<file path="src/rtl/nabp_seq_pkg.sv">
// Shared state encoding and default sizing for the NABP projection-angle sequencer.
package nabp_seq_pkg;

  localparam int SEQ_ANGLE_W   = 8;
  localparam int SEQ_ANGLE_MAX = 180;
  localparam int SEQ_CNT_W     = 8;
  localparam int STALL_W       = 16;

  typedef enum logic [2:0] {
    S_IDLE,
    S_KICK,
    S_LOADING,
    S_PEND,
    S_DRAIN,
    S_DONE
  } seq_state_t;

endpackage

</file>
<file path="src/rtl/nabp_angle_accu.sv">
// Registered modulo-ANGLE_MAX angle accumulator: load captures start angle and step,
// advance adds the step and wraps below ANGLE_MAX.
module nabp_angle_accu
  import nabp_seq_pkg::*;
#(
  parameter int ANGLE_W   = SEQ_ANGLE_W,
  parameter int ANGLE_MAX = SEQ_ANGLE_MAX
) (
  input  logic               clk,
  input  logic               reset_n,
  input  logic               load,
  input  logic [ANGLE_W-1:0] load_angle,
  input  logic [ANGLE_W-1:0] load_step,
  input  logic               advance,
  output logic [ANGLE_W-1:0] angle
);

  localparam logic [ANGLE_W:0] MAX_EXT = ANGLE_MAX[ANGLE_W:0];

  logic [ANGLE_W-1:0] step;
  logic [ANGLE_W:0]   sum;
  logic [ANGLE_W-1:0] next_angle;

  // One extra bit keeps the carry so a single subtract is enough (step < ANGLE_MAX).
  always_comb begin
    sum        = {1'b0, angle} + {1'b0, step};
    next_angle = sum[ANGLE_W-1:0];
    if (sum >= MAX_EXT) begin
      next_angle = ANGLE_W'(sum - MAX_EXT);
    end
  end

  always_ff @(posedge clk) begin
    if (!reset_n) begin
      angle <= '0;
      step  <= '0;
    end else if (load) begin
      angle <= load_angle;
      step  <= load_step;
    end else if (advance) begin
      angle <= next_angle;
    end
  end

endmodule

</file>
<file path="src/rtl/nabp_angle_sequencer.sv">
// Projection-angle sequencer: prefetches each angle into the idle ping-pong buffer and grants it
// to swap control. Define NABP_SEQ_PERF_EN to add the stall_cycles counter port.
module nabp_angle_sequencer
  import nabp_seq_pkg::*;
#(
  parameter int ANGLE_W   = SEQ_ANGLE_W,
  parameter int ANGLE_MAX = SEQ_ANGLE_MAX,
  parameter int CNT_W     = SEQ_CNT_W
) (
  input  logic               clk,
  input  logic               reset_n,
  input  logic               start,
  input  logic [ANGLE_W-1:0] cfg_angle_start,
  input  logic [ANGLE_W-1:0] cfg_angle_step,
  input  logic [CNT_W-1:0]   cfg_num_angles,
  output logic               ld_kick,
  output logic [ANGLE_W-1:0] ld_angle,
  output logic               ld_buf,
  input  logic               ld_done,
  input  logic               hs_next_angle,
  output logic               hs_next_angle_ack,
  output logic [ANGLE_W-1:0] hs_angle,
  output logic               fr_rd_buf,
  output logic               busy,
`ifdef NABP_SEQ_PERF_EN
  output logic [STALL_W-1:0] stall_cycles,
`endif
  output logic               done
);

  seq_state_t         state, next_state;
  logic               start_accept;
  logic               fill_done;
  logic               last_issue;
  logic               kick_target;
  logic               first_kick;
  logic               pend_buf;
  logic [CNT_W-1:0]   num_angles;
  logic [CNT_W-1:0]   issued_cnt;
  logic [ANGLE_W-1:0] load_angle;
  logic [ANGLE_W-1:0] pend_angle;

  nabp_angle_accu #(
    .ANGLE_W  (ANGLE_W),
    .ANGLE_MAX(ANGLE_MAX)
  ) u_accu (
    .clk       (clk),
    .reset_n   (reset_n),
    .load      (start_accept),
    .load_angle(cfg_angle_start),
    .load_step (cfg_angle_step),
    .advance   (fill_done),
    .angle     (load_angle)
  );

  // The first fill of a sweep always targets fr0; later fills go to the buffer not being read.
  assign kick_target = first_kick ? 1'b0 : ~fr_rd_buf;
  assign last_issue  = (issued_cnt + CNT_W'(1)) == num_angles;

  assign ld_angle = ld_kick ? load_angle : '0;
  assign ld_buf   = ld_kick & kick_target;
  assign busy     = (state != S_IDLE);

  always_ff @(posedge clk) begin
    if (!reset_n) begin
      state <= S_IDLE;
    end else begin
      state <= next_state;
    end
  end

  always_comb begin
    next_state        = state;
    start_accept      = 1'b0;
    fill_done         = 1'b0;
    ld_kick           = 1'b0;
    hs_next_angle_ack = 1'b0;
    done              = 1'b0;
    case (state)
      S_IDLE: begin
        if (start) begin
          start_accept = 1'b1;
          next_state   = (cfg_num_angles != '0) ? S_KICK : S_DONE;
        end
      end
      S_KICK: begin
        ld_kick    = 1'b1;
        next_state = S_LOADING;
      end
      S_LOADING: begin
        if (ld_done) begin
          fill_done  = 1'b1;
          next_state = S_PEND;
        end
      end
      S_PEND: begin
        // Grant is Mealy so swap control sees it in the same cycle as its request.
        if (hs_next_angle) begin
          hs_next_angle_ack = 1'b1;
          next_state        = last_issue ? S_DRAIN : S_KICK;
        end
      end
      S_DRAIN: begin
        if (hs_next_angle) begin
          next_state = S_DONE;
        end
      end
      S_DONE: begin
        done       = 1'b1;
        next_state = S_IDLE;
      end
      default: begin
        next_state = S_IDLE;
      end
    endcase
  end

  always_ff @(posedge clk) begin
    if (!reset_n) begin
      num_angles <= '0;
      issued_cnt <= '0;
      first_kick <= 1'b0;
      pend_buf   <= 1'b0;
      pend_angle <= '0;
      hs_angle   <= '0;
      fr_rd_buf  <= 1'b0;
    end else begin
      if (start_accept) begin
        num_angles <= cfg_num_angles;
        issued_cnt <= '0;
        first_kick <= 1'b1;
      end
      if (ld_kick) begin
        pend_buf   <= kick_target;
        first_kick <= 1'b0;
      end
      if (fill_done) begin
        pend_angle <= load_angle;
      end
      if (hs_next_angle_ack) begin
        hs_angle   <= pend_angle;
        fr_rd_buf  <= pend_buf;
        issued_cnt <= issued_cnt + CNT_W'(1);
      end
    end
  end

`ifdef NABP_SEQ_PERF_EN
  logic stalled;

  // A request seen while the next angle is still being kicked or loaded means the loader is late.
  assign stalled = hs_next_angle && ((state == S_KICK) || (state == S_LOADING));

  always_ff @(posedge clk) begin
    if (!reset_n || start_accept) begin
      stall_cycles <= '0;
    end else if (stalled && (stall_cycles != '1)) begin
      stall_cycles <= stall_cycles + STALL_W'(1);
    end
  end
`endif

endmodule

</file>
<file path="config.mk">
export PLATFORM = sky130hd
export DESIGN_NAME = nabp_angle_sequencer
export DESIGN_NICKNAME = d
export VERILOG_FILES = /design/src/rtl/nabp_seq_pkg.sv /design/src/rtl/nabp_angle_accu.sv /design/src/rtl/nabp_angle_sequencer.sv
export SDC_FILE = /design/constraint.sdc
export NUM_CORES = 1
export LEC_CHECK = 0
export BUFFER_PORTS_ARGS = -buffer_cell sky130_fd_sc_hd__buf_2
export CAP_MARGIN = 40
export CORE_MARGIN = 1
export CORE_UTILIZATION = 50
export CTS_CLUSTER_SIZE = 20
export DETAILED_ROUTE_END_ITERATION = 8
export HOLD_SLACK_MARGIN = 0.03
export PLACE_DENSITY_LB_ADDON = 0.25
export SETUP_SLACK_MARGIN = 0.15
export SLEW_MARGIN = 20
export SYNTH_ARGS = -nofsm -noshare
export SYNTH_HDL_FRONTEND = slang
export SYNTH_SLANG_ARGS = --single-unit
</file>
<file path="constraint.sdc">
create_clock -name clk -period 3 [get_ports clk]
set_input_delay 0.6 -clock clk [delete_from_list [all_inputs] [get_ports clk]]
set_output_delay 0.6 -clock clk [all_outputs]
set_load 0.01 [all_outputs]
</file>
==> results.cfg, run 1 <==
[finish]
seqCellArea_um2 = 1081
antennaDiodeCount = 0
fill_cells = 564
post-route-util_pct = 59.54
final_cell_mix = nand2_1 (98), dfxtp_1 (54), buf_2 (50)
drive_gt1_share_pct = 17.75
multi_input_area_um2 = 1922
nNetsFinal = 485
area_growth_syn_to_layout_pct = 14.18
final_common_cell = nand2_1

[yosys]
yosysWarnings = 0
async_flop_share_pct = 0
synth_flop_cell = dfxtp_1
synth_edf_count = 0
syn_nets = 440
yosys.area_share.simple_pct = 29.29
yosysSeqAreaShare_pct = 34.81
postSynthRegisterBits = 54
synthXorXnorAreaFrac_pct = 3.626
synth_fa_ha_area_share_pct = 5.077
syn-cell-area_um2 = 3105
synth_compound_area_share_pct = 23.09
syn_inst = 399
syn_avg_cell_area_um2 = 7.783
synth_top_family_by_area = simple AND/OR/NAND/NOR gates
synth_cell_types = 64
synthMuxAreaShare_pct = 0.3223

[critical_path]
cp-end-kind = output pin
critPathLaunch = state[0]$_SDFFE_PN0P_
crit_required_ns = 2.40
crit_type = flip-flop to output pin
reg2reg_to = u_accu.angle[4]$_SDFFE_PN0P_
r2r_slack_ns = 0.45
arrival_ns = 1.96
cp_max_fo = 11
worstSetupStartpointType = flip-flop
crit_path_end = ld_buf
rr_worst_depth = 10
reg2reg_from = u_accu.angle[1]$_SDFFE_PN0P_

[die]
die_h_um = 80.81
pin_count = 51
rows = 28
die-area_um2 = 6530
die_w_um = 80.81
core_um2 = 5956
start_util_pct = 52.14

[clock_tree]
clk_pin_slew_ns = 0.11
clock_latency_ns = 0.32
numCtsBuffers = 5
max-clock-path-buffers = 2
cts-root-buf = clkbuf_8
cts_tree = yes
clock_sinks = 54
cts_hold_buf = 0
cts_max_level = 2

[run_status]
outcome = complete, no violations

[power_and_ir_drop]
power_frac_seq_pct = 45.4
power_leakage_uw = 0.001455
clock_power_share_pct = 24.1
power_switching_uw = 638.3
switching_share_pct = 35.74
irDropWorstVdd_mv = 0.3458
combPwrFrac_pct = 30.5
intPower_uw = 1148
total_power_uw = 1786
powerDensity_nw_per_um2 = 503.7

[place]
hpwl_um = 5611
numPortBuffers = 50
place.gp.congestion = 0.9444

[sta]
period_minus_slack_ns = 2.561
relSlewSlack_pct = 61.62
hold_violations = 0
worstMarginPinSlew_ns = 0.5742
hold_slack_ns = 0.4693
fin_setup_tns_ns = 0
rsz0062_at_grt = false
fin_worst_skew_ns = 0.008895
report.final.slew_viol_count = 0
setup_viol = 0
post-route-period-util_pct = 85.37
clock.fmax_ghz = 0.3904

[grt]
grt_pass1_vias = 2605
grt_util_all_layers_pct = 24.32
grt_max_degree = 33
grt_remaining_overflow = 0
antenna_found_initial = 0
grt_pass1_wl_um = 12100

[worst_hold_path]
hp-class = flip-flop to flip-flop

[flow_run]
drv_cap = 0

[detailed_routing]
first_iter_violations = 223
wl_per_cell_um = 14.41
remaining_drc_errors = 0
vias_per_cell = 5.663
ant_nets = 0
wirelength_um = 7492
num_vias = 2945
drtPass1Iterations = 4
==> synth_stat cells, types with 4 or more instances <==
cell	n	area, um2
nand2_1	98	367.9
clkbuf_1	19	71.32
dfxtp_1	54	1081
o21ai_0	11	55.05
or3_1	4	25.02
a21oi_1	11	55.05
nor4_1	5	31.28
nand3_1	19	95.09
nor2_1	14	52.55
a21boi_0	35	262.8
ha_1	11	137.6
and3_1	5	31.28
xnor2_1	7	61.31
nor3_1	7	35.03
and2_1	12	75.07
inv_1	9	33.78
xor2_1	4	35.03
o211ai_1	4	30.03
nor2b_1	9	56.30
a31oi_1	4	25.02
o21a_1	4	30.03
==> layout make-up <==
cell class	instances	share of cell area, %
clock inverters	3	0.7057
multi-input cells	314	54.20
clock buffers	5	1.941
repair buffers	59	8.963
well taps	75	2.646
flip-flops and latches	54	30.49
inverters	10	1.059
==> logic make-up (layout without fill, tap and decap cells) <==
kind of cell | count (synthesis) | in the layout
mux | 1 | 1
simple gates | 191 | 191
fa+ha+maj | 12 | 12
compound gates | 98 | 98
buf+inv | 31 | 77
flops | 54 | 54
xor+xnor | 12 | 12
==> worst min-delay path by stage <==
| stage | start | to | slack [ns] | cells after the start |
|---|---|---|---|---|
| finish | hs_angle[0]$_SDFFE_PN0P_ | hs_angle[0]$_SDFFE_PN0P_ | 0.47 | 2 |
| global route | hs_angle[7]$_SDFFE_PN0P_ | hs_angle[7]$_SDFFE_PN0P_ | 0.49 | 2 |
| CTS | hs_angle[0]$_SDFFE_PN0P_ | hs_angle[0]$_SDFFE_PN0P_ | 0.47 | 2 |
| detailed placement | hs_angle[0]$_SDFFE_PN0P_ | hs_angle[0]$_SDFFE_PN0P_ | 0.46 | 2 |
| global placement | pend_buf$_SDFFE_PN0P_ | fr_rd_buf$_SDFFE_PN0P_ | 0.44 | 2 |
| floorplan | pend_buf$_SDFFE_PN0P_ | fr_rd_buf$_SDFFE_PN0P_ | 0.44 | 2 |
==> power by group through the flow <==
stage                     Combinational, uW  Sequential, uW  Clock, uW
final                                   544             811        431
after global routing                    605             817        470
after CTS                               533             810        438
after detailed placement                530             826          0
after global placement                  529             824          0
after floorplan                         388             811          0
==> per-layer routing <==
metal,up-vias,global-route usage (%),part of all wire (%)
met4,0,10.36,2.4
met5,-,0,0
met3,15,4.382,6.0
met1,1365,34.03,50
met2,82,36.47,42
li1,1483,-,-
==> worst max-delay path, stage by stage (launching register included) <==
cell and delay (ns):
dfxtp_1 0.48, inv_1 0.16, nor3_1 0.21, buf_4 0.19, nor3b_1 0.39, buf_2 0.21
==> through the flow <==
stage               setup slack [ns]  cells  cell area [um2]
floorplan                     0.6660    399             3105
global placement              0.5215    512             3437
detailed placement            0.4302    512             3437
CTS                           0.4111    520             3531
global route                  0.1622    520             3546
finish                        0.4388    520             3546
==> registers in the layout, summed over array words and instances, names as in the netlist <==
| register | count |
|---|---|
| hs_angle | 8 |
| issued_cnt | 8 |
| num_angles | 8 |
| pend_angle | 8 |
| u_accu.angle | 8 |
| u_accu.step | 8 |
| state | 3 |
| first_kick | 1 |
| fr_rd_buf | 1 |
| pend_buf | 1 |
==> timing repair <==
| action | 4_1_cts | 5_1_grt |
|---|---|---|
| endpoints found under the setup margin | 0 | 1 |
| gates resized for setup | 0 | 2 |
| buffers inserted | 0 | 0 |
(Power assumes the default switching activity.)
==> inputs of run 2 (changes only) <==
--- a/config.mk
+++ b/config.mk
@@ -12,6 +12,7 @@
 export CTS_CLUSTER_SIZE = 20
 export DETAILED_ROUTE_END_ITERATION = 8
 export HOLD_SLACK_MARGIN = 0.03
+export MAX_ROUTING_LAYER = met4
 export PLACE_DENSITY_LB_ADDON = 0.25
 export SETUP_SLACK_MARGIN = 0.15
 export SLEW_MARGIN = 20
==> results.cfg, run 2 (synthesized netlist as in run 1, its figures left out) <==
[run_status]
outcome = complete, no violations

[die]
core_um2 = 5956
pin_count = 51
die-area_um2 = 6530
start_util_pct = 52.14
rows = 28
die_h_um = 80.81
die_w_um = 80.81

[finish]
final_common_cell = nand2_1
nNetsFinal = 485
final_cell_mix = nand2_1 (98), dfxtp_1 (54), buf_2 (50)
fill_cells = 577
area_growth_syn_to_layout_pct = 13.90
antennaDiodeCount = 0
drive_gt1_share_pct = 17.53

[clock_tree]
cts_tree = yes
clock_latency_ns = 0.31
clk_pin_slew_ns = 0.11
numCtsBuffers = 5
post-cts-setup-buffers = 0
max-clock-path-buffers = 2
cts_max_level = 2
clock_sinks = 54
cts-root-buf = clkbuf_8

[detailed_routing]
vias_per_cell = 5.679
first_iter_violations = 187
num_vias = 2953
wl_per_cell_um = 14.64
remaining_drc_errors = 0
ant_nets = 0
drtPass1Iterations = 5
wirelength_um = 7611

[grt]
grt_pass1_wl_um = 12390
grt_remaining_overflow = 0
grt_util_all_layers_pct = 25.32
antenna_found_initial = 0
grt_max_degree = 52
grt_pass1_vias = 2582

[sta]
period_minus_slack_ns = 2.573
fin_setup_tns_ns = 0
post-route-period-util_pct = 85.78
rsz0062_at_grt = false
worstMarginPinSlew_ns = 0.5793
fin_ws_ns = 0.4266
setup_viol = 0
fin_worst_skew_ns = 0.01431
relSlewSlack_pct = 61.27
clock.fmax_ghz = 0.3886
hold_violations = 0
report.final.slew_viol_count = 0

[critical_path]
reg2reg_to = u_accu.angle[3]$_SDFFE_PN0P_
crit_type = flip-flop to flip-flop
critPathLaunch = u_accu.angle[1]$_SDFFE_PN0P_
crit_required_ns = 3.20
rr_worst_depth = 10
r2r_slack_ns = 0.43
arrival_ns = 2.77
crit_path_end = u_accu.angle[3]$_SDFFE_PN0P_
cp-end-kind = flip-flop
cp_max_fo = 5
reg2reg_from = u_accu.angle[1]$_SDFFE_PN0P_
worstSetupStartpointType = flip-flop

[power_and_ir_drop]
irDropWorstVdd_mv = 0.2783
power_leakage_uw = 0.001449
powerDensity_nw_per_um2 = 503.7

[place]
place_ws_ns = 0.4068
numPortBuffers = 50
hpwl_um = 5645
place.gp.congestion = 0.9516

[worst_hold_path]
hold_path_depth = 2
hp-class = flip-flop to flip-flop

[flow_run]
drv_cap = 0
run 2: cell types whose count changed in the layout (fill, tap and decap cells not counted), sizes merged:
cell	before	now
clkinvlp	1	2
clkinv	1	0
run 2: worst min-delay path by stage:
stage                          startpoint                  endpoint  slack (ns)
6_report       pend_angle[7]$_SDFFE_PN0P_  hs_angle[7]$_SDFFE_PN0P_        0.47
5_1_grt          hs_angle[0]$_SDFFE_PN0P_  hs_angle[0]$_SDFFE_PN0P_        0.48
4_1_cts          hs_angle[0]$_SDFFE_PN0P_  hs_angle[0]$_SDFFE_PN0P_        0.47
3_5_place_dp     hs_angle[0]$_SDFFE_PN0P_  hs_angle[0]$_SDFFE_PN0P_        0.46
3_3_place_gp     hs_angle[0]$_SDFFE_PN0P_  hs_angle[0]$_SDFFE_PN0P_        0.45
2_1_floorplan       pend_buf$_SDFFE_PN0P_    fr_rd_buf$_SDFFE_PN0P_        0.44
run 2: power breakdown:
group	total [uW]	leakage (uW)	internal (uW)	switching, uW
combinational	546	0.000969	212	334
clock	425	0.0000408	168	257
sequential	811	0.000439	766	44.9
run 2: critical path: stages, from the launching register on:
cell and delay, ns:
dfxtp_1 0.41, ha_1 0.25, a21o_2 0.24, a21oi_1 0.17
xor2_1 0.36, ha_1 0.22, nand3b_1 0.08, nand3_1 0.14
a211o_1 0.19, nand2_1 0.10, a221o_1 0.32
run 2: repair_timing:
item | CTS | global route
endpoints found under the setup margin | 0 | 1
hold buffers | 0 | 0
gates resized for setup | 0 | 1
run 2: metal layers:
metal	routed length [um]	part of all wire [%]	up-vias	GRT usage, %
li1	-	-	1483	-
met1	3715	49	1353	34.42
met2	3282	43	104	38.07
met3	496	6.5	13	4.944
met4	116	1.5	0	7.143
met5	0	0	-	-
run 2: final cells by class:
| class | count | area, um2 | area share, % |
|---|---|---|---|
| Inverter | 10 | 37.54 | 1.061 |
| Timing Repair Buffer | 59 | 317.8 | 8.985 |
| Tap cell | 75 | 93.84 | 2.653 |
| Sequential cell | 54 | 1081 | 30.56 |
| Clock inverter | 3 | 23.77 | 0.6721 |
| Multi-Input combinational cell | 314 | 1914 | 54.12 |
| Clock buffer | 5 | 68.82 | 1.946 |
run 2: metrics by stage:
step           hold slack (ns)  total power, uW  util (%)  instance area [um2]  instances
4_1_cts                 0.4707             1777     59.26                 3530        520
3_3_place_gp            0.4512             1354     57.71                 3437        512
3_5_place_dp            0.4554             1359     57.71                 3437        512
2_1_floorplan           0.4364             1199         -                 3105        399
6_report                0.4654             1782     59.39                 3537        520
5_1_grt                 0.4841             1896     59.39                 3537        520
==> inputs of run 3 (changes only) <==
--- a/config.mk
+++ b/config.mk
@@ -7,7 +7,7 @@
 export LEC_CHECK = 0
 export BUFFER_PORTS_ARGS = -buffer_cell sky130_fd_sc_hd__buf_2
 export CAP_MARGIN = 40
-export CORE_MARGIN = 1
+export CORE_MARGIN = 2
 export CORE_UTILIZATION = 50
 export CTS_CLUSTER_SIZE = 20
 export DETAILED_ROUTE_END_ITERATION = 8
==> results.cfg, run 3 (synthesized netlist as in run 1, its figures left out) <==
[detailed_routing]
ant_nets = 0
remaining_drc_errors = 0
vias_per_cell = 5.553
drtPass1Iterations = 5
num_vias = 2882
first_iter_violations = 193
wirelength_um = 7472
wl_per_cell_um = 14.40

[sta]
fin_ws_ns = 0.3811
fin_setup_tns_ns = 0
hold_slack_ns = 0.4685
report.final.slew_viol_count = 0
hold_violations = 0
clock.fmax_ghz = 0.3818
fin_worst_skew_ns = 0.006615
period_minus_slack_ns = 2.619
relSlewSlack_pct = 62.79
post-route-period-util_pct = 87.30
setup_viol = 0
worstMarginPinSlew_ns = 0.5557
rsz0062_at_grt = false

[critical_path]
arrival_ns = 2.80
reg2reg_to = u_accu.angle[4]$_SDFFE_PN0P_
worstSetupStartpointType = flip-flop
rr_worst_depth = 10
cp_max_fo = 7
reg2reg_from = u_accu.angle[0]$_SDFFE_PN0P_
crit_required_ns = 3.18
critPathLaunch = u_accu.angle[0]$_SDFFE_PN0P_
crit_type = flip-flop to flip-flop
cp-end-kind = flip-flop
r2r_slack_ns = 0.38

[grt]
grt_max_degree = 52
grt_pass1_vias = 2769
antenna_found_initial = 0
use_met2_pct = 35.19
grt-busiest-layer = met2
grt_remaining_overflow = 0
grtUsageMet1_pct = 32.02
grt_util_all_layers_pct = 23.13
met3_usage_pct = 3.678
grt_pass1_wl_um = 12930

[die]
core_um2 = 5956
start_util_pct = 52.14
die_w_um = 82.81
die-area_um2 = 6858
rows = 28
die_h_um = 82.81
pin_count = 51

[power_and_ir_drop]
switching_share_pct = 35.06
combPwrFrac_pct = 30.2
intPower_uw = 1164
clock_power_share_pct = 24.5
power_frac_seq_pct = 45.3
power_leakage_uw = 0.001450
irDropWorstVdd_mv = 0.2740
power_switching_uw = 628.6
powerDensity_nw_per_um2 = 508.1

[finish]
finalInstanceArea_um2 = 3528
final_cell_mix = nand2_1 (98), dfxtp_1 (54), buf_2 (50)
antennaDiodeCount = 0
drive_gt1_share_pct = 17.34
final_common_cell = nand2_1
nNetsFinal = 484
area_growth_syn_to_layout_pct = 13.62
post-route-util_pct = 59.24

[clock_tree]
cts_max_level = 2
clk_pin_slew_ns = 0.10
clock_latency_ns = 0.31
post-cts-setup-buffers = 0
numCtsBuffers = 5
cts_hold_buf = 0
cts_resized = 0
cts-root-buf = clkbuf_8
clock_sinks = 54
max-clock-path-buffers = 2
cts_tree = yes

[run_status]
outcome = complete, no violations

[place]
numPortBuffers = 50
place_area_um2 = 3430
place.gp.congestion = 0.9086
place_ws_ns = 0.4185
hpwl_um = 5524

[worst_hold_path]
hp-class = flip-flop to flip-flop
min_delay_worst_endpoint = hs_angle[7]$_SDFFE_PN0P_
hold_path_depth = 2
hp-start = pend_angle[7]$_SDFFE_PN0P_

[flow_run]
drv_cap = 0
==> run 3: power groups by stage <==
stage	clock (uW)	combinational, uW	sequential (uW)
2_1_floorplan	0	388	811
3_3_place_gp	0	524	826
3_5_place_dp	0	532	828
4_1_cts	448	534	811
5_1_grt	475	604	819
6_report	439	541	813
==> run 3: worst max-delay path by stage <==
| stage | endpoint |
|---|---|
| 5_1_grt | u_accu.angle[4]$_SDFFE_PN0P_ |
| 6_report | u_accu.angle[4]$_SDFFE_PN0P_ |
| 3_3_place_gp | u_accu.angle[3]$_SDFFE_PN0P_ |
| 4_1_cts | u_accu.angle[4]$_SDFFE_PN0P_ |
| 2_1_floorplan | u_accu.angle[4]$_SDFFE_PN0P_ |
| 3_5_place_dp | u_accu.angle[4]$_SDFFE_PN0P_ |
==> run 3: worst max-delay path, stage by stage, from the launching register on <==
cell and delay [ns]:
dfxtp_1 0.39, ha_1 0.18, inv_1 0.05, fa_1 0.39, nor2b_1 0.18, o211ai_1 0.13
a21bo_1 0.23, a21oi_2 0.32, a211oi_2 0.10, o311ai_0 0.36, o311ai_1 0.15
==> run 3: layout make-up <==
class,instances,area [um2]
clock buffer,6,82.58
clock inverter,2,16.27
fill,586,2427
inverter,10,37.54
multi-input combinational,314,1907
sequential,54,1081
tap,75,93.84
timing repair buffer,58,310.3
==> run 3: metrics by stage <==
stage	total power (uW)	cells
after global placement	1350	511
after detailed placement	1360	511
final	1793	519
after floorplan	1199	399
after global routing	1898	519
after CTS	1794	519
==> run 3: layer usage <==
| layer | vias up | part of all wire, % |
|---|---|---|
| met1 | 1306 | 49 |
| met3 | 11 | 5.0 |
| met5 | - | 0 |
| met4 | 0 | 1.6 |
| met2 | 77 | 44 |
| li1 | 1488 | - |
